`src/rtl/pip_pkg.sv`:
```
// Shared types and constants for the packet input pipeline classifier.
package pip_pkg;

    // EtherType that marks a TSMP frame unless overridden at the top.
    localparam logic [15:0] TSMP_ETYPE_DEFAULT = 16'hFF01;

    // Byte positions of the EtherType inside a frame (byte index 0 = SOF).
    localparam int ETYPE_HI_IDX = 12;
    localparam int ETYPE_LO_IDX = 13;

    // Per-frame classification result carried from the parser to the output side.
    typedef struct packed {
        logic is_tsmp;
        logic runt;
    } tag_t;

    localparam tag_t TAG_NONE = '{is_tsmp: 1'b0, runt: 1'b0};
    localparam tag_t TAG_RUNT = '{is_tsmp: 1'b0, runt: 1'b1};

    // Input-side parser position within a frame.
    typedef enum logic [1:0] {
        PS_IDLE,    // waiting for SOF
        PS_HDR,     // counting beats up to the EtherType
        PS_BODY     // tag already pushed, waiting for EOF
    } parse_state_e;

    // Frame flag is the top bit of a beat; callers zero-extend the beat to 64 bits.
    function automatic logic flag_bit(input logic [63:0] beat, input int unsigned width);
        logic [63:0] shifted;
        shifted = beat >> (width - 1);
        return shifted[0];
    endfunction

endpackage

```
`src/rtl/pip_tag_fifo.sv`:
```
// Small synchronous FIFO holding one classification tag per frame in flight.
module pip_tag_fifo #(
    parameter int DEPTH = 9,
    parameter int WIDTH = 2
) (
    input  logic             i_clk,
    input  logic             i_rst,
    input  logic             i_push,
    input  logic [WIDTH-1:0] iv_push_data,
    input  logic             i_pop,
    output logic [WIDTH-1:0] ov_pop_data,
    output logic             o_empty,
    output logic             o_full
);

    localparam int AW = (DEPTH > 1) ? $clog2(DEPTH) : 1;
    localparam int CW = $clog2(DEPTH + 1);

    logic [WIDTH-1:0] r_mem [DEPTH];
    logic [AW-1:0]    r_wr_ptr;
    logic [AW-1:0]    r_rd_ptr;
    logic [CW-1:0]    r_count;
    logic             w_do_push;
    logic             w_do_pop;

    // Depth need not be a power of two, so pointers wrap explicitly.
    function automatic logic [AW-1:0] ptr_inc(input logic [AW-1:0] p);
        return (p == AW'(DEPTH - 1)) ? '0 : p + AW'(1);
    endfunction

    assign o_empty     = (r_count == '0);
    assign o_full      = (r_count == CW'(DEPTH));
    assign w_do_push   = i_push && !o_full;
    assign w_do_pop    = i_pop && !o_empty;
    assign ov_pop_data = r_mem[r_rd_ptr];

    // Tag storage write port.
    // NOTE: the storage array has no reset; whether an entry is live is decided
    // by the pointers and count alone, so its stale contents are never observed.
    always_ff @(posedge i_clk) begin
        if (w_do_push) begin
            r_mem[r_wr_ptr] <= iv_push_data;
        end
    end

    // Pointer and occupancy bookkeeping.
    // NOTE: every clocked block uses non-blocking '<=' so all registers update
    // from the same pre-edge values regardless of statement order.
    always_ff @(posedge i_clk) begin
        if (i_rst) begin
            r_wr_ptr <= '0;
            r_rd_ptr <= '0;
            r_count  <= '0;
        end else begin
            if (w_do_push) r_wr_ptr <= ptr_inc(r_wr_ptr);
            if (w_do_pop)  r_rd_ptr <= ptr_inc(r_rd_ptr);
            if (w_do_push && !w_do_pop) begin
                r_count <= r_count + CW'(1);
            end else if (!w_do_push && w_do_pop) begin
                r_count <= r_count - CW'(1);
            end
        end
    end

    // Sizing guarantees these never fire; they guard against a mis-set depth.
    a_no_overflow:  assert property (@(posedge i_clk) disable iff (i_rst) !(i_push && o_full && !i_pop));
    a_no_underflow: assert property (@(posedge i_clk) disable iff (i_rst) !(i_pop && o_empty));

endmodule

```
`src/rtl/pip_classifier.sv`:
```
// Fixed-latency delay line that classifies each frame by EtherType, tags it on
// the output side, optionally drops non-TSMP frames and reports frame length.
module pip_classifier
    import pip_pkg::*;
#(
    parameter int          DATA_WIDTH    = 9,
    parameter int          DELAY         = 16,    // legal range 14..64
    parameter logic [15:0] TSMP_ETYPE    = TSMP_ETYPE_DEFAULT,
    parameter bit          DROP_NON_TSMP = 1'b0,
    parameter int          LEN_W         = 11
) (
    input  logic                  i_clk,
    input  logic                  i_rst,
    input  logic [DATA_WIDTH-1:0] iv_data,
    input  logic                  i_data_wr,
    output logic [DATA_WIDTH-1:0] ov_data,
    output logic                  o_data_wr,
    output logic                  o_is_tsmp,
    output logic                  o_runt,
    output logic [LEN_W-1:0]      ov_frame_len,
    output logic                  o_len_valid
);

    // Enough entries for every frame that can sit in the delay line at once.
    localparam int TAG_DEPTH = DELAY / 2 + 1;
    // Delay stages ahead of the output register; together they give DELAY cycles.
    localparam int NSTG      = DELAY - 1;
    localparam logic [3:0]       IDX_HI  = 4'(ETYPE_HI_IDX);
    localparam logic [3:0]       IDX_LO  = 4'(ETYPE_LO_IDX);
    localparam logic [LEN_W-1:0] LEN_MAX = '1;

    // ---------------- input-side parser ----------------
    parse_state_e r_state, w_state_nxt;
    logic [3:0]   r_idx, w_idx_nxt;
    logic [7:0]   r_hi, w_hi_nxt;
    logic         w_in_flag;
    logic         w_push;
    tag_t         w_push_tag;

    assign w_in_flag = flag_bit(64'(iv_data), DATA_WIDTH);

    // Parser state register.
    always_ff @(posedge i_clk) begin
        if (i_rst) begin
            r_state <= PS_IDLE;
            r_idx   <= '0;
            r_hi    <= '0;
        end else begin
            r_state <= w_state_nxt;
            r_idx   <= w_idx_nxt;
            r_hi    <= w_hi_nxt;
        end
    end

    // Parser next state: track byte index, capture EtherType, push exactly one tag per frame.
    // NOTE: every signal written here gets a default first, so no path leaves one
    // unassigned and no latch is inferred; blocking '=' is correct in combinational code.
    always_comb begin
        w_state_nxt = r_state;
        w_idx_nxt   = r_idx;
        w_hi_nxt    = r_hi;
        w_push      = 1'b0;
        w_push_tag  = TAG_NONE;
        if (i_data_wr) begin
            unique case (r_state)
                PS_IDLE: begin
                    if (w_in_flag) begin
                        w_state_nxt = PS_HDR;
                        w_idx_nxt   = 4'd1;
                    end
                end
                PS_HDR: begin
                    w_idx_nxt = r_idx + 4'd1;
                    if (r_idx == IDX_HI) w_hi_nxt = iv_data[7:0];
                    if (r_idx == IDX_LO) begin
                        w_push     = 1'b1;
                        w_push_tag = '{is_tsmp: ({r_hi, iv_data[7:0]} == TSMP_ETYPE), runt: 1'b0};
                        w_state_nxt = w_in_flag ? PS_IDLE : PS_BODY;
                    end else if (w_in_flag) begin
                        // Frame ended before the EtherType was complete.
                        w_push      = 1'b1;
                        w_push_tag  = TAG_RUNT;
                        w_state_nxt = PS_IDLE;
                    end
                end
                PS_BODY: begin
                    if (w_in_flag) w_state_nxt = PS_IDLE;
                end
                default: w_state_nxt = PS_IDLE;
            endcase
        end
    end

    // ---------------- delay line ----------------
    logic [DATA_WIDTH-1:0] r_dly_data [NSTG];
    logic [NSTG-1:0]       r_dly_wr;

    // Shift beats and bubbles through unchanged; cleared on reset so no pre-reset beat re-emerges.
    always_ff @(posedge i_clk) begin
        if (i_rst) begin
            for (int i = 0; i < NSTG; i++) r_dly_data[i] <= '0;
            r_dly_wr <= '0;
        end else begin
            r_dly_data[0] <= iv_data;
            for (int i = 1; i < NSTG; i++) r_dly_data[i] <= r_dly_data[i-1];
            r_dly_wr <= {r_dly_wr[NSTG-2:0], i_data_wr};
        end
    end

    // ---------------- output side ----------------
    logic [DATA_WIDTH-1:0] w_x_data;
    logic                  w_x_wr, w_x_flag, w_x_sof, w_x_eof, w_x_in, w_keep;
    logic                  r_o_in_frame;
    tag_t                  r_tag, w_cur_tag, w_pop_tag, w_fifo_tag;
    logic                  w_fifo_empty, w_fifo_full, w_fifo_push, w_fifo_pop;
    logic [LEN_W-1:0]      r_cnt, w_cnt_nxt, r_len;
    logic [DATA_WIDTH-1:0] r_out_data;
    logic                  r_out_wr, r_len_valid;

    assign w_x_data = r_dly_data[NSTG-1];
    assign w_x_wr   = r_dly_wr[NSTG-1];
    assign w_x_flag = flag_bit(64'(w_x_data), DATA_WIDTH);
    assign w_x_sof  = w_x_wr && w_x_flag && !r_o_in_frame;
    assign w_x_eof  = w_x_wr && w_x_flag && r_o_in_frame;
    assign w_x_in   = w_x_sof || r_o_in_frame;

    // When the EtherType arrives in the very cycle its SOF leaves the delay line
    // the FIFO is still empty, so the freshly computed tag is forwarded directly.
    assign w_fifo_push = w_push && !(w_x_sof && w_fifo_empty);
    assign w_fifo_pop  = w_x_sof && !w_fifo_empty;
    assign w_pop_tag   = !w_fifo_empty ? w_fifo_tag : (w_push ? w_push_tag : TAG_RUNT);

    pip_tag_fifo #(
        .DEPTH (TAG_DEPTH),
        .WIDTH ($bits(tag_t))
    ) u_tag_fifo (
        .i_clk        (i_clk),
        .i_rst        (i_rst),
        .i_push       (w_fifo_push),
        .iv_push_data (w_push_tag),
        .i_pop        (w_fifo_pop),
        .ov_pop_data  (w_fifo_tag),
        .o_empty      (w_fifo_empty),
        .o_full       (w_fifo_full)
    );

    // Tag of the beat about to be registered: fresh on SOF, held for the rest of the frame.
    assign w_cur_tag = w_x_sof ? w_pop_tag : r_tag;
    assign w_keep    = !DROP_NON_TSMP || (w_x_in && w_cur_tag.is_tsmp && !w_cur_tag.runt);

    // Saturating count of valid beats from SOF through the current beat.
    always_comb begin
        w_cnt_nxt = r_cnt;
        if (w_x_sof) begin
            w_cnt_nxt = LEN_W'(1);
        end else if (r_o_in_frame && w_x_wr && (r_cnt != LEN_MAX)) begin
            w_cnt_nxt = r_cnt + LEN_W'(1);
        end
    end

    // Output register stage: beat, gated valid, held tag and EOF length report.
    always_ff @(posedge i_clk) begin
        if (i_rst) begin
            r_out_data   <= '0;
            r_out_wr     <= 1'b0;
            r_o_in_frame <= 1'b0;
            r_tag        <= TAG_NONE;
            r_cnt        <= '0;
            r_len        <= '0;
            r_len_valid  <= 1'b0;
        end else begin
            r_out_data   <= w_x_data;
            r_out_wr     <= w_x_wr && w_keep;
            r_o_in_frame <= w_x_sof ? 1'b1 : (w_x_eof ? 1'b0 : r_o_in_frame);
            r_tag        <= w_x_in ? w_cur_tag : TAG_NONE;
            r_cnt        <= w_cnt_nxt;
            r_len        <= (w_x_eof && w_keep) ? w_cnt_nxt : '0;
            r_len_valid  <= w_x_eof && w_keep;
        end
    end

    assign ov_data      = r_out_data;
    assign o_data_wr    = r_out_wr;
    assign o_is_tsmp    = r_tag.is_tsmp;
    assign o_runt       = r_tag.runt;
    assign ov_frame_len = r_len;
    assign o_len_valid  = r_len_valid;

    // A frame leaving the delay line must always find its tag.
    a_tag_present: assert property (@(posedge i_clk) disable iff (i_rst)
                                    !(w_x_sof && w_fifo_empty && !w_push));
    a_fifo_room:   assert property (@(posedge i_clk) disable iff (i_rst)
                                    !(w_fifo_push && w_fifo_full && !w_fifo_pop));

endmodule

```
`config.mk`:
```
export PLATFORM = sky130hd
export DESIGN_NAME = pip_classifier
export DESIGN_NICKNAME = d
export VERILOG_FILES = /design/src/rtl/pip_pkg.sv /design/src/rtl/pip_tag_fifo.sv /design/src/rtl/pip_classifier.sv
export SDC_FILE = /design/constraint.sdc
export NUM_CORES = 1
export LEC_CHECK = 0
export BUFFER_PORTS_ARGS = -buffer_cell sky130_fd_sc_hd__buf_4
export CAP_MARGIN = 20
export CORE_AREA = 2 2 155 157
export DETAILED_ROUTE_END_ITERATION = 7
export DIE_AREA = 0 0 157 159
export PLACE_DENSITY = 0.53
export SYNTH_ARGS = -nofsm -noshare
export SYNTH_HDL_FRONTEND = slang
export SYNTH_SLANG_ARGS = --single-unit
```
`constraint.sdc`:
```
create_clock -name i_clk -period 3.6 [get_ports i_clk]
set_clock_uncertainty 0.05 [all_clocks]
set_input_delay 0.36 -clock i_clk [delete_from_list [all_inputs] [get_ports i_clk]]
set_output_delay 0.36 -clock i_clk [all_outputs]
set_load 0.01 [all_outputs]
```
Yosys cells after proc, flatten, opt, wreduce, memory -nomap -nowiden
Memories as Yosys holds them, arrays and structs flattened. A register that Yosys moved wholly into a read port is not among the register bits.
Index checks and enable logic that the tools add are counted.
- reduce and logical (&&, ||, !) cells: 29
- $add $sub $neg: 6
- bitwise logic cells: 17
- multiply operators: 0
- mux-type cells: 47
- shift operators: 0
- equality and inequality tests: 10
- divide/modulo/power cells: 0
- $lt $le $gt $ge: 0
- operator list (operator ; number):
    9-bit 2-to-1 mux ; 15
    4-bit 2-to-1 mux ; 7
    11-bit 2-to-1 mux ; 2
    4-bit == test (second input constant) ; 5
    2-bit 2-to-1 mux ; 9
    4-bit by 1-bit adder with 4-bit output (second input constant) ; 4
    16-bit == test (second input constant) ; 1
    1-bit bitwise OR ; 15
    1-bit logical AND ; 12
    1-bit 2-to-1 mux ; 12
    11-bit by 1-bit adder with 11-bit output (second input constant) ; 1
    11-bit inequality test (second input constant) ; 1
    4-bit one-hot mux with 2 select lines ; 1
    1-bit zero test ; 6
    2-bit one-hot mux with 3 select lines ; 1
    3-bit AND reduction ; 2
    2-bit nonzero test ; 3
    4-bit zero test ; 1
    2-bit OR reduction ; 2
    4-bit by 1-bit subtractor with 4-bit output (second input constant) ; 1
    2-bit by 1-bit == test with 1-bit output (second input constant) ; 1
    2-bit == test (second input constant) ; 1
    2-bit zero test ; 1
    2-bit inequality test (second input constant) ; 1
    other kinds (3) ; 4
- memories kept: 2
- bits in registers: 77
- logic and storage cells: 126
- bits in read-only memories: 0
- latch bits: 0
- bits in writable memories: 153
- memories (memory ; words ; width ; rd ports ; clocked after memory_dff ; write ports ; RTL line ; source):
    r_dly_data ; 15 ; 9 ; 15 ; 0 ; 15 ; pip_classifier.sv:95 ; logic [DATA_WIDTH-1:0] r_dly_data [NSTG];
    u_tag_fifo.r_mem ; 9 ; 2 ; 1 ; 1 ; 1 ; pip_tag_fifo.sv:19 ; logic [WIDTH-1:0] r_mem [DEPTH];

Longest topological paths before layout
Gate-level depths: netlist of the first run.
An unclocked memory read counts as a cell.
- depth in word-level cells: 11
- mapped depth: 13
- depth with buffers taken out: 13

Cells and area by module
From an unflattened synthesis of the first run, not the netlist that was laid out.
- cells, all modules: 666
- area total of the unflattened synthesis: 7638.6 um2
- by module, submodules not included (module ; area an instance (um2) ; times used ; cells an instance):
    pip_classifier ; 6058.3 ; 1 ; 539
    pip_tag_fifo ; 1580.3 ; 1 ; 127

Least setup slack after synthesis of the first run
No wires, ideal clock.
- path type: reg-to-reg
- start: register u_tag_fifo.r_count[0]
- end: register u_tag_fifo.r_count[3]
- slack: 0.740 ns
- setup time: 0.121 ns
- data required time: 3.429 ns
- period minus slack after synthesis: 2.860 ns
- data arrival time: 2.689 ns
- cell stages (with the launch flop): 12
- cells stage by stage: dfxtp_1 -> or4_4 -> o32a_2 -> nand2_4 -> inv_2 -> ha_1 -> inv_1 -> ha_1 -> a21o_1 -> a21oi_1 -> mux2i_1 -> mux2_2
- word-level cells in the longest chain between the ends: 8
- elaborated cells on any way between the ends: 19
- classes of those cells: add/sub (2); eq/ne (1); mux (2); reduce/logical (14)
- RTL lines (item ; RTL line ; source):
    start: declaration ; pip_tag_fifo.sv:22 ; logic [CW-1:0] r_count;
    start signal: assignment ; pip_tag_fifo.sv:58 ; r_count <= r_count + CW'(1);
    start signal: assignment ; pip_tag_fifo.sv:60 ; r_count <= r_count - CW'(1);
    4-bit zero test ; pip_tag_fifo.sv:31 ; assign o_empty = (r_count == '0);
    1-bit logical AND ; pip_classifier.sv:129 ; assign w_fifo_push = w_push && !(w_x_sof && w_fifo_empty);
    1-bit zero test ; pip_classifier.sv:129 ;
    1-bit logical AND ; pip_classifier.sv:129 ;
    1-bit logical AND (*) ; pip_tag_fifo.sv:33 ; assign w_do_push = i_push && !o_full;
    net u_tag_fifo.w_do_push ; pip_tag_fifo.sv:23 ; logic w_do_push;
    1-bit zero test ; pip_tag_fifo.sv:59 ; end else if (!w_do_push && w_do_pop) begin
    1-bit logical AND ; pip_tag_fifo.sv:59 ;
    2-bit nonzero test (no line) ; - ;
Mark *: on every way through the listed nets, which the timed path passes. The rest lies on a longest branch. The select of a mux whose other input is x is not followed.
A chain may end at the register's enable or synchronous reset.

Final worst setup path of the first run
Ends and elaborated chain as after synthesis.

==> results by group, run 1 <==
Global route
  • Grt met3 use: 2.48%
  • Global route total overflow: 0
  • GRT Total Usage: 9.75%
  • Met1 usage: a little under an eighth
  • Initial antenna violation count: 0
  • Busiest grt layer: met2
  • Vias in the first global route: about 4400
  • Global routing usage on met2: 16.7%
  • First-pass GRT wire length: about 20000 um
  • Largest net degree at the start of global routing: 72

Route
  • Vias: roughly 4500
  • DRC violations left: 0
  • Detailed router's first-iteration violation count: roughly 140
  • ANT nets after route: 0
  • Vias/cell: ~4.3
  • First-pass DRT Iterations: 4
  • Drt total wl: roughly 12000 um
  • Wire per inst: 11.5 um

Placed design
  • Gp weighted congestion: 0.813
  • DP HPWL: between 7000 and 8000 um
  • # port buffers: 35
  • Post-DP Area: 0.00819 mm^2

CTS
  • Worst-path clk slew: 0.06 ns
  • Clk sinks: 234
  • CTS H-tree depth: 1
  • Clk_lat worst skew: around 0.52 ns
  • CTS resizes: 0
  • Root Buffer: clkbuf_16
  • Setup Buffers After CTS: 0
  • Cts bufs inserted: 25
  • CTS tree: yes
  • Clock buffer depth: 3
  • Post-CTS Hold Buffers: 0

Yosys
  • Synth Register Bits: ~230
  • Synth area leaders: dfxtp_1 (57%), nor2b_1 (13%), edfxtp_1 (7.1%)
  • Top cells by count, synth: dfxtp_1 (216), nor2b_1 (162), nor2_1 (40), a21oi_1 (26), clkbuf_1 (23)
  • Most frequent cell after synthesis: dfxtp_1
  • Area leader, netlist: dfxtp_1
  • Yosys top cell area share: 56.7%
  • Post-synth ARST share: 0%
  • Mapped Cells: 677
  • Cell area after synthesis: 0.00762 mm^2
  • Yosys warns: 0
  • Mapped Avg Cell Area: 11.3 um^2
  • Post-synth EDFFs: 18
  • Count of cell types in the netlist: 61
  • Sequential area share after synthesis: 63.8%
  • Main synth FF type: dfxtp_1
  • Synthesized net count: about 700

Power
  • Pwr Density: 588 mW/mm^2
  • P_int: roughly 4.2 mW
  • Worst ir drop on vdd: about 0.28 mV
  • Sequential share of power: 49.9%
  • Leakage: 3.42 nW
  • Total power: around 5.3 mW
  • Logic gate share of total power: approximately 1.9%
  • Switch share: around a fifth
  • Clock network power share: between 40% and 50%
  • NetSw: 1.07 mW

STA
  • Tcrit/Tclk final: between 80% and 90%
  • # setup viols final: 0
  • Least-Margin Pin Slew: between 0.6 and 0.7 ns
  • Setup_tns: 0 ns
  • RSZ-0062 raised after global routing: no
  • Slew Limit Fails: 0
  • Final worst path period need: 3.20 ns
  • Final hold vios: 0
  • Highest clock rate: about 310 MHz
  • Worst hold slack: a little under 0.04 ns
  • Slew margin rel.: roughly three fifths

Layout
  • P&R area growth vs syn: 18.6%
  • Fraction of layout cells with a size suffix above 1: between 10% and 20%
  • Fin area: around 0.0090 mm^2
  • Fillers: 2262
  • Number of inserted diodes: 0
  • NumNets Final: roughly 740

Worst setup path
  • Cells on worst reg2reg path: 11
  • WS Path Type: flop to flop
  • CP required: between 3 and 4 ns
  • CP endpoint kind: flop
  • Crit-path most repeated cell: ha_1
  • CP arrival: around 3.6 ns
  • CP Buf/Inv Count: 2
  • Cells along the critical path: or4_4 -> o32a_2 -> nand2_4 -> inv_2 -> ha_1 -> inv_1 -> ha_1 -> a21o_1 -> a21oi_1 -> mux2i_1 -> mux2_2
  • Crit path max-delay family: simple AND/OR/NAND/NOR gates
  • CP Depth: 11
  • Highest-delay cell along the critical path: or4_4
  • CP peak stage delay: 0.57 ns
  • Worst Setup Start Kind: flop
  • Max Fanout on Critical Path: 10

Flow run
  • Max_cap viols: 0

Floorplan
  • Die Wd: 157 um
  • Core footprint: 0.0232 mm^2
  • Die span in y: 159 um
  • Cell Rows: 56
  • Die footprint: roughly 0.025 mm^2
  • IO Pins: 36
  • Starting Density: 32.9%

Hold path
  • Hold Path Class: input port to flop
  • Hold path depth: 2

Status
  • Outcome: completed
## sequential cells by signal, indices dropped and copies added (netlist names), 2 cells and up, named ones only
name	cells
ov_frame_len	11
u_tag_fifo.r_wr_ptr	4
r_hi	8
u_tag_fifo.r_mem	18
r_state	2
r_idx	4
r_cnt	11
u_tag_fifo.r_rd_ptr	4
r_dly_wr	15
u_tag_fifo.r_count	4
ov_data	9
r_dly_data	135
## worst register-to-register path, cell delays in order, from the launching register on
cell and delay [ns]:
dfxtp_1 0.38, or4_4 0.58, o32a_2 0.27, nand2_4 0.14, inv_2 0.05, ha_1 0.21
inv_1 0.14, ha_1 0.25, a21o_1 0.18, a21oi_1 0.21, mux2i_1 0.26, mux2_2 0.36
## layer usage
| metal | vias up | routed length (um) |
|---|---|---|
| met3 | 31 | 599 |
| met2 | 77 | 5740 |
| met4 | 0 | 341 |
| met5 | - | 0 |
| li1 | 2326 | - |
| met1 | 2058 | 5370 |
## cells by family after synthesis
group                    Yosys count  synth area share (%)
flip-flops                       234                  63.8
AO/OA/AOI/OAI                     65                  5.48
AND/OR/NAND/NOR                  293                  22.4
buffers and inverters             51                  2.61
adder cells (fa/ha/maj)           14                  2.40
XOR/XNOR                           2                 0.230
multiplexers                      18                  3.04
## cell usage in the layout (no fill, tap or decap), types with 9 or more instances in the layout
| cell type | Yosys | routed |
|---|---|---|
| nor2b_1 | 162 | 162 |
| nor3_1 | 10 | 10 |
| inv_1 | 19 | 19 |
| clkbuf_16 | 0 | 26 |
| ha_1 | 13 | 13 |
| nand2_1 | 20 | 20 |
| nand3_1 | 14 | 14 |
| clkinv_2 | 0 | 9 |
| nor4_1 | 10 | 10 |
| dfxtp_1 | 216 | 216 |
| a21oi_1 | 26 | 26 |
| nor2_1 | 40 | 40 |
| edfxtp_1 | 18 | 18 |
| buf_4 | 1 | 37 |
| o21ai_0 | 12 | 12 |
| mux2i_1 | 13 | 13 |
## layout make-up
cell class                 instances  area [um^2]  share of cell area [%]
multi-input combinational        392         2560                    28.3
sequential                       234         4860                    53.8
inverter                          20         75.1                   0.830
clock inverter                    14          133                    1.47
tap                              319          399                    4.41
clock buffer                      32          723                    8.00
timing repair buffer              38          289                    3.20
## worst paths after layout
path / startpoint / endpoint / slack, ns
setup / recovery: u_tag_fifo.r_count[0] / u_tag_fifo.r_count[3] / 0.40
hold / removal: iv_data[7] / r_dly_data[0][7] / 0.04
setup reg to reg: u_tag_fifo.r_count[0] / u_tag_fifo.r_count[3] / 0.40
hold reg to reg: r_dly_data[0][52] / r_dly_data[0][61] / 0.38
## per-stage QoR
step	util (%)	setup WS, ns	std cells
after floorplan	-	0.740	677
after global routing	39.0	0.274	1049
final	39.0	0.401	1049
after detailed placement	35.3	0.432	1003
after global placement	35.3	0.620	1003
after CTS	39.0	0.431	1049
## power by group through the flow
stage	clock (mW)	combinational [mW]	sequential [mW]
CTS	2.66	0.106	2.65
global placement	0	0.101	2.71
floorplan	0	0.0772	2.70
finish	2.56	0.104	2.65
global route	2.76	0.118	2.65
detailed placement	0	0.106	2.71
No activity file was read; power rests on OpenSTA's default activity.
==> run 2, diff against run 1 <==
--- a/config.mk
+++ b/config.mk
@@ -7,10 +7,12 @@
 export LEC_CHECK = 0
 export BUFFER_PORTS_ARGS = -buffer_cell sky130_fd_sc_hd__buf_4
 export CAP_MARGIN = 20
-export CORE_AREA = 2 2 155 157
+export CORE_AREA = 2 2 156 158
 export DETAILED_ROUTE_END_ITERATION = 7
-export DIE_AREA = 0 0 157 159
-export PLACE_DENSITY = 0.53
+export DIE_AREA = 0 0 158 160
+export PLACE_DENSITY = 0.52
+export RECOVER_POWER = 100
 export SYNTH_ARGS = -nofsm -noshare
 export SYNTH_HDL_FRONTEND = slang
+export SYNTH_HIERARCHICAL = 1
 export SYNTH_SLANG_ARGS = --single-unit
==> run 2 against run 1 <==
- the flow now finishes with violations (capacitance limit, slew limit)
- routed wire length down 6.9%
- largest cell class unchanged
- via count is 3.3% lower
- synthesized cell count down 1.6%
- critical endpoint is now u_tag_fifo/r_count[3]
==> results by group, run 2 <==
Status
  • Outcome: finished, violations left
  • Failing checks: capacitance limit, slew limit

Layout
  • Most frequent cells in the layout: dfxtp_1 (216), nor2b_1 (164), nor2_1 (35)
  • NumNets Final: 725 (-1.6%)
  • Fin area: 0.00885 mm^2 (-2.2%)
  • Fillers: 2413 (+6.7%)
  • Commonest non-fill, non-tap cell in the layout: dfxtp_1
  • Final Non-Filler Cells: 1038 (-1.0%)
  • Number of inserted diodes: 0 (unchanged)
  • Largest registers: r_dly_data x135, u_tag_fifo/r_mem x18, r_dly_wr x15
  • Most flops, register: r_dly_data
  • Fraction of layout cells with a size suffix above 1: 8.12% (-5.2 points)
  • P&R area growth vs syn: 15.8%
  • Max reg flops: 135 (unchanged)

Global route
  • Global route total overflow: 0 (unchanged)
  • First-pass GRT wire length: 19000 um (-6.4%)
  • GRT Total Usage: 8.92% (-0.83 points)
  • Initial antenna violation count: 0 (unchanged)
  • Vias in the first global route: 4067 (-7.7%)
  • Largest net degree at the start of global routing: 110 (+53%)

Yosys
  • Synth Register Bits: 234 (unchanged)
  • Most frequent cell after synthesis: dfxtp_1
  • Synth area leaders: dfxtp_1 (57%), nor2b_1 (13%), edfxtp_1 (7.1%)
  • Yosys top cell area share: 56.6% (-0.11 points)
  • Area leader, netlist: dfxtp_1
  • Post-synth ARST share: 0% (unchanged)
  • Sequential area share after synthesis: 63.7% (-0.13 points)
  • Count of cell types in the netlist: 54 (-11%)
  • Mapped Cells: 666 (-1.6%)
  • Post-synth EDFFs: 18 (unchanged)
  • Synthesized net count: 692 (-1.6%)
  • Main synth FF type: dfxtp_1
  • Mapped Avg Cell Area: 11.5 um^2 (+1.9%)
  • Yosys warns: 6 (+6)
  • Top cells by count, synth: dfxtp_1 (216), nor2b_1 (164), nor2_1 (35), a21oi_1 (31), nand2_1 (24)
  • Cell area after synthesis: 0.00764 mm^2 (+0.20%)

Worst setup path
  • CP peak stage delay: 0.36 ns (-0.21 ns)
  • Highest-delay cell along the critical path: a21oi_1
  • Cells on worst reg2reg path: 14 (+3)
  • CP required: 3.94 ns (about the same)
  • CP arrival: 3.40 ns (-0.15 ns)
  • Cells along the critical path: inv_1 -> ha_1 -> and3_1 -> o21ai_0 -> a21oi_1 -> nand2b_4 -> inv_1 -> ha_1 -> inv_1 -> ha_1 -> a21oi_1 -> a211oi_1 -> a31oi_1 -> mux2_2
  • R2R Path End: u_tag_fifo/r_count[3]
  • Worst R2R Start: r_idx[1]
  • WS Path Type: flop to flop
  • R2R setup slack: 0.54 ns (+0.14 ns)
  • Max Fanout on Critical Path: 6 (-4)
  • CP endpoint kind: flop
  • Worst Setup Start Kind: flop

Hold path
  • Hold Path Class: input port to flop
  • Hold path depth: 2 (unchanged)
  • HP Start: iv_data[0]
  • Hold Path End: r_dly_data[0][0]

Placed design
  • # port buffers: 35 (unchanged)
  • Cells after DPL: 997 (-0.60%)
  • Post-DP Area: 0.00819 mm^2 (about the same)
  • Dpl ws: 0.547 ns (+0.114 ns)
  • DP HPWL: 6960 um (-11%)
  • Gp weighted congestion: 0.755 (-7.2%)

CTS
  • Setup Buffers After CTS: 0 (unchanged)
  • CTS tree: yes
  • Cts bufs inserted: 24 (-4.0%)
  • CTS H-tree depth: 1 (unchanged)
  • Worst-path clk slew: 0.06 ns (about the same)
  • Clk sinks: 234 (unchanged)
  • Root Buffer: clkbuf_16
  • Post-CTS Hold Buffers: 0 (unchanged)
  • Clk_lat worst skew: 0.50 ns (-0.02 ns)
  • CTS resizes: 0 (unchanged)
  • Clock buffer depth: 3 (unchanged)

STA
  • Least-Margin Pin Slew: 2.00 ns (+1.40 ns)
  • Slew margin rel.: -33.6% (-94 points)
  • # setup viols final: 0 (unchanged)
  • Highest clock rate: 327 MHz (+4.6%)
  • Tcrit/Tclk final: 84.9% (-3.9 points)
  • RSZ-0062 raised after global routing: no
  • Final worst path period need: 3.06 ns (-0.141 ns)
  • Setup ws final: 0.543 ns (+0.141 ns)
  • Setup_tns: 0 ns (unchanged)
  • Slew Limit Fails: 110 (+110)
  • Final hold vios: 0 (unchanged)
  • Worst hold slack: 0.0405 ns (+0.00155 ns)

Floorplan
  • Die Wd: 158 um (+0.64%)
  • Starting Density: 32.1% (-0.80 points)
  • Die footprint: 0.0253 mm^2 (+1.3%)
  • Core footprint: 0.0238 mm^2 (+2.7%)
  • Die span in y: 160 um (+0.63%)
  • Cell Rows: 57 (+1.8%)
  • IO Pins: 36 (unchanged)

Route
  • Vias/cell: 4.19 (-2.2%)
  • First-pass DRT Iterations: 4 (unchanged)
  • Detailed router's first-iteration violation count: 201 (+45%)
  • DRC violations left: 0 (unchanged)
  • Wire per inst: 10.8 um (-5.9%)
  • ANT nets after route: 0 (unchanged)
  • Vias: 4346 (-3.3%)
  • Drt total wl: 11200 um (-6.9%)

Power
  • Pwr Density: 579 mW/mm^2 (-1.5%)
  • Worst ir drop on vdd: 0.247 mV (-13%)
  • Leakage: 3.27 nW (-4.4%)

Flow run
  • Max_cap viols: 1 (+1)
-- run 2: final cells by class --
type | count | area [um^2] | share of cell area [%]
inverter | 15 | 56.3 | 0.636
clock buffer | 36 | 687 | 7.76
clock inverter | 5 | 75.1 | 0.849
sequential | 234 | 4860 | 55.0
multi-input combinational | 387 | 2570 | 29.1
tap | 324 | 405 | 4.58
timing repair buffer | 37 | 185 | 2.09
-- run 2: worst max-delay path, delay by kind of cell, from the launching register on --
kind                       cells  cell delay (ns)
AOI/OAI and AO/OA              5             0.93
and+or+nand+nor                2             0.38
DFF                            1             0.34
buffers and inverters          3             0.28
muxes                          1             0.35
adders and majority gates      3             0.63
-- run 2: metrics by stage --
stage	total power, mW	utilization, %
2_1_floorplan	2.77	-
3_3_place_gp	2.80	34.4
3_5_place_dp	2.80	34.4
4_1_cts	5.22	37.6
5_1_grt	5.33	37.1
6_report	5.12	37.1
-- run 2: kinds of logic after synthesis --
group           Yosys count  share of synthesized area, %
mux                      22                          3.57
flops                   234                          63.7
xor+xnor                  3                         0.344
simple gates            284                          22.2
fa+ha+maj                14                          2.39
compound gates           64                          5.26
buf+inv                  45                          2.57
-- run 2: worst max path at each step --
stage | from | to | slack (ns)
floorplan | u_tag_fifo/r_count[0] | u_tag_fifo/r_count[3] | 0.65
global placement | r_idx[1] | u_tag_fifo/r_count[3] | 0.66
detailed placement | r_idx[1] | u_tag_fifo/r_count[3] | 0.55
CTS | r_idx[1] | u_tag_fifo/r_count[3] | 0.53
global route | r_idx[1] | u_tag_fifo/r_count[3] | 0.32
finish | r_idx[1] | u_tag_fifo/r_count[3] | 0.54
-- run 2: metal layers --
layer	vias to the layer above	global-route usage [%]	part of all wire [%]
met5	-	0	0
met1	1996	11.6	47
met3	24	2.31	4.4
li1	2256	-	-
met4	0	3.15	2.8
met2	70	14.3	46
-- run 2: power breakdown --
group	switching, mW	internal [mW]
Combinational	0.0581	0.0337
Sequential	0.00917	2.64
Clock	0.928	1.45
==> run 3, diff against run 2 <==
--- a/config.mk
+++ b/config.mk
@@ -10,7 +10,7 @@
 export CORE_AREA = 2 2 156 158
 export DETAILED_ROUTE_END_ITERATION = 7
 export DIE_AREA = 0 0 158 160
-export PLACE_DENSITY = 0.52
+export PLACE_DENSITY = 0.54
 export RECOVER_POWER = 100
 export SYNTH_ARGS = -nofsm -noshare
 export SYNTH_HDL_FRONTEND = slang
==> constraint.sdc (replaced) <==
create_clock -name i_clk -period 2.7 [get_ports i_clk]
set_clock_uncertainty 0.05 [all_clocks]
set_input_delay 0.27 -clock i_clk [delete_from_list [all_inputs] [get_ports i_clk]]
set_output_delay 0.27 -clock i_clk [all_outputs]
set_load 0.01 [all_outputs]
==> run 3 against run 2 <==
- the flow still finishes with violations (capacitance limit, slew limit)
- sequential power is 33% higher
- core utilization rose by 1.6 points
- worst hold slack improved by 0.029 ns
- critical path type unchanged
- largest power group unchanged
==> results by group, run 3 (synthesis gave the netlist of run 2 again) <==
STA
  • Final hold vios: 0 (unchanged)
  • Final worst path period need: 2.56 ns (-0.499 ns)
  • Slew Limit Fails: 36 (-67%)
  • Tcrit/Tclk final: 94.8% (+9.8 points)
  • Setup ws final: 0.142 ns (-0.401 ns)
  • RSZ-0062 raised after global routing: no
  • Least-Margin Pin Slew: 1.73 ns (-0.276 ns)
  • Slew margin rel.: -15.2% (+18 points)
  • Highest clock rate: 391 MHz (+19%)
  • # setup viols final: 0 (unchanged)

Route
  • First-pass DRT Iterations: 4 (unchanged)
  • DRC violations left: 0 (unchanged)
  • Vias: 4424 (+1.8%)
  • Drt total wl: 11300 um (+0.98%)
  • Detailed router's first-iteration violation count: 195 (-3.0%)
  • Vias/cell: 4.13 (-1.3%)
  • ANT nets after route: 0 (unchanged)
  • Wire per inst: 10.6 um (-2.1%)

Floorplan
  • Die footprint: 0.0253 mm^2 (unchanged)
  • Cell Rows: 57 (unchanged)
  • Core footprint: 0.0238 mm^2 (unchanged)
  • IO Pins: 36 (unchanged)
  • Starting Density: 32.1% (unchanged)
  • Die Wd: 158 um (unchanged)
  • Die span in y: 160 um (unchanged)

Layout
  • Fraction of layout cells with a size suffix above 1: 12.4% (+4.3 points)
  • P&R area growth vs syn: 21.0%
  • Final Non-Filler Cells: 1071 (+3.2%)
  • Most flops, register: r_dly_data
  • NumNets Final: 756 (+4.3%)
  • Register area: 0.00486 mm^2 (unchanged)
  • Largest registers: r_dly_data x135, u_tag_fifo/r_mem x18, r_dly_wr x15
  • Max reg flops: 135 (unchanged)
  • Number of inserted diodes: 0 (unchanged)
  • Most frequent cells in the layout: dfxtp_1 (216), nor2b_1 (164), nor2_1 (35), clkbuf_1 (35), a21oi_1 (29)
  • Fillers: 2353 (-2.5%)
  • Area of the multi-input gates: 0.00268 mm^2 (+4.0%)
  • Commonest non-fill, non-tap cell in the layout: dfxtp_1

Global route
  • Largest net degree at the start of global routing: 160 (+45%)
  • Global route total overflow: 0 (unchanged)
  • GRT Total Usage: 8.92% (about the same)
  • Initial antenna violation count: 0 (unchanged)
  • First-pass GRT wire length: 18900 um (-0.72%)
  • Vias in the first global route: 3987 (-2.0%)

CTS
  • Root Buffer: clkbuf_16
  • Cts bufs inserted: 24 (unchanged)
  • Clk_lat worst skew: 0.51 ns (about the same)
  • CTS H-tree depth: 1 (unchanged)
  • Clock buffer depth: 3 (unchanged)
  • Worst-path clk slew: 0.06 ns (about the same)
  • Clk sinks: 234 (unchanged)
  • CTS tree: yes

Worst setup path
  • CP arrival: 2.90 ns (-0.50 ns)
  • R2R setup slack: 0.14 ns (-0.40 ns)
  • WS Path Type: flop to flop
  • Max Fanout on Critical Path: 4 (-2)
  • CP endpoint kind: flop
  • Worst Setup Start Kind: flop
  • CP required: 3.04 ns (-0.90 ns)

Power
  • Leakage: 3.44 nW (+5.2%)
  • Worst ir drop on vdd: 0.447 mV (+81%)
  • Pwr Density: 751 mW/mm^2 (+30%)

Placed design
  • Gp weighted congestion: 0.764 (+1.2%)
  • DP HPWL: 6490 um (-6.7%)
  • # port buffers: 35 (unchanged)
  • Cells after DPL: 1018 (+2.1%)
  • Dpl ws: -0.0746 ns (-0.621 ns)

Status
  • Outcome: finished, violations left
  • Failing checks: capacitance limit, slew limit

Flow run
  • Max_cap viols: 1 (unchanged)

Hold path
  • Hold Path Class: input port to flop
run 3: cell types whose count changed in the layout (fill, tap and decap cells not counted), sizes merged:
cell         previous run  this run
inv                    15        16
bufinv                  2         0
buf                    12        29
dlygate4sd3             0         9
clkbuf                 61        69
run 3: per-layer routing:
layer | vias to the layer above | share of wire (%) | global-route usage (%) | wire, um
met4 | 0 | 3.2 | 3.36 | 364
li1 | 2330 | - | - | -
met1 | 2014 | 51 | 12.2 | 5740
met3 | 24 | 4.4 | 2.31 | 495
met2 | 56 | 42 | 13.5 | 4740
met5 | - | 0 | 0 | 0
run 3: final timing paths:
check,from,end,cells after the start
max,u_tag_fifo/r_count[0],u_tag_fifo/r_count[3],11
min,i_data_wr,r_dly_wr[0],3
max reg2reg,u_tag_fifo/r_count[0],u_tag_fifo/r_count[3],11
min reg2reg,r_dly_data[0][51],r_dly_data[0][60],1
run 3: cell type report:
class	count	area share (%)
multi-input cells	387	29.0
clock inverters	4	0.230
flip-flops and latches	234	52.6
inverters	15	0.609
well taps	324	4.39
repair buffers	68	4.73
clock buffers	39	8.44
run 3: critical path, cell delays in order, from the launching register on:
cell	delay, ns
dfxtp_1	0.37
nor4_4	0.41
nor2_1	0.14
o41ai_4	0.08
ha_2	0.25
inv_2	0.06
buf_6	0.13
ha_4	0.26
nand3_4	0.08
a211oi_4	0.27
a31oi_4	0.05
mux2_4	0.30
run 3: report_power, final:
group / internal [mW] / leakage [nW] / switching [mW]
combinational: 0.0697 / 1.13 / 0.0932
sequential: 3.52 / 1.91 / 0.0103
clock: 1.97 / 0.400 / 1.28
run 3: stage by stage:
stage / power (mW) / TNS [ns] / utilization, % / area (um^2) / hold WS, ns
global route: 7.22 / 0 / 38.8 / 9240 / 0.109
CTS: 7.07 / 0 / 39.0 / 9290 / 0.0422
detailed placement: 3.75 / -0.0746 / 35.2 / 8370 / 0.370
floorplan: 3.70 / 0 / - / 7660 / 0.302
finish: 6.94 / 0 / 38.8 / 9240 / 0.0694
global placement: 3.75 / 0 / 35.2 / 8370 / 0.366
run 3: what timing repair did:
action	in CTS	in global routing
hold buffers	9	0
cloned	0	0
setup buffers	0	2
hold endpoints to repair	17	0
pin swaps	0	3
endpoints found under the setup margin	1	1
resized for setup	5	15
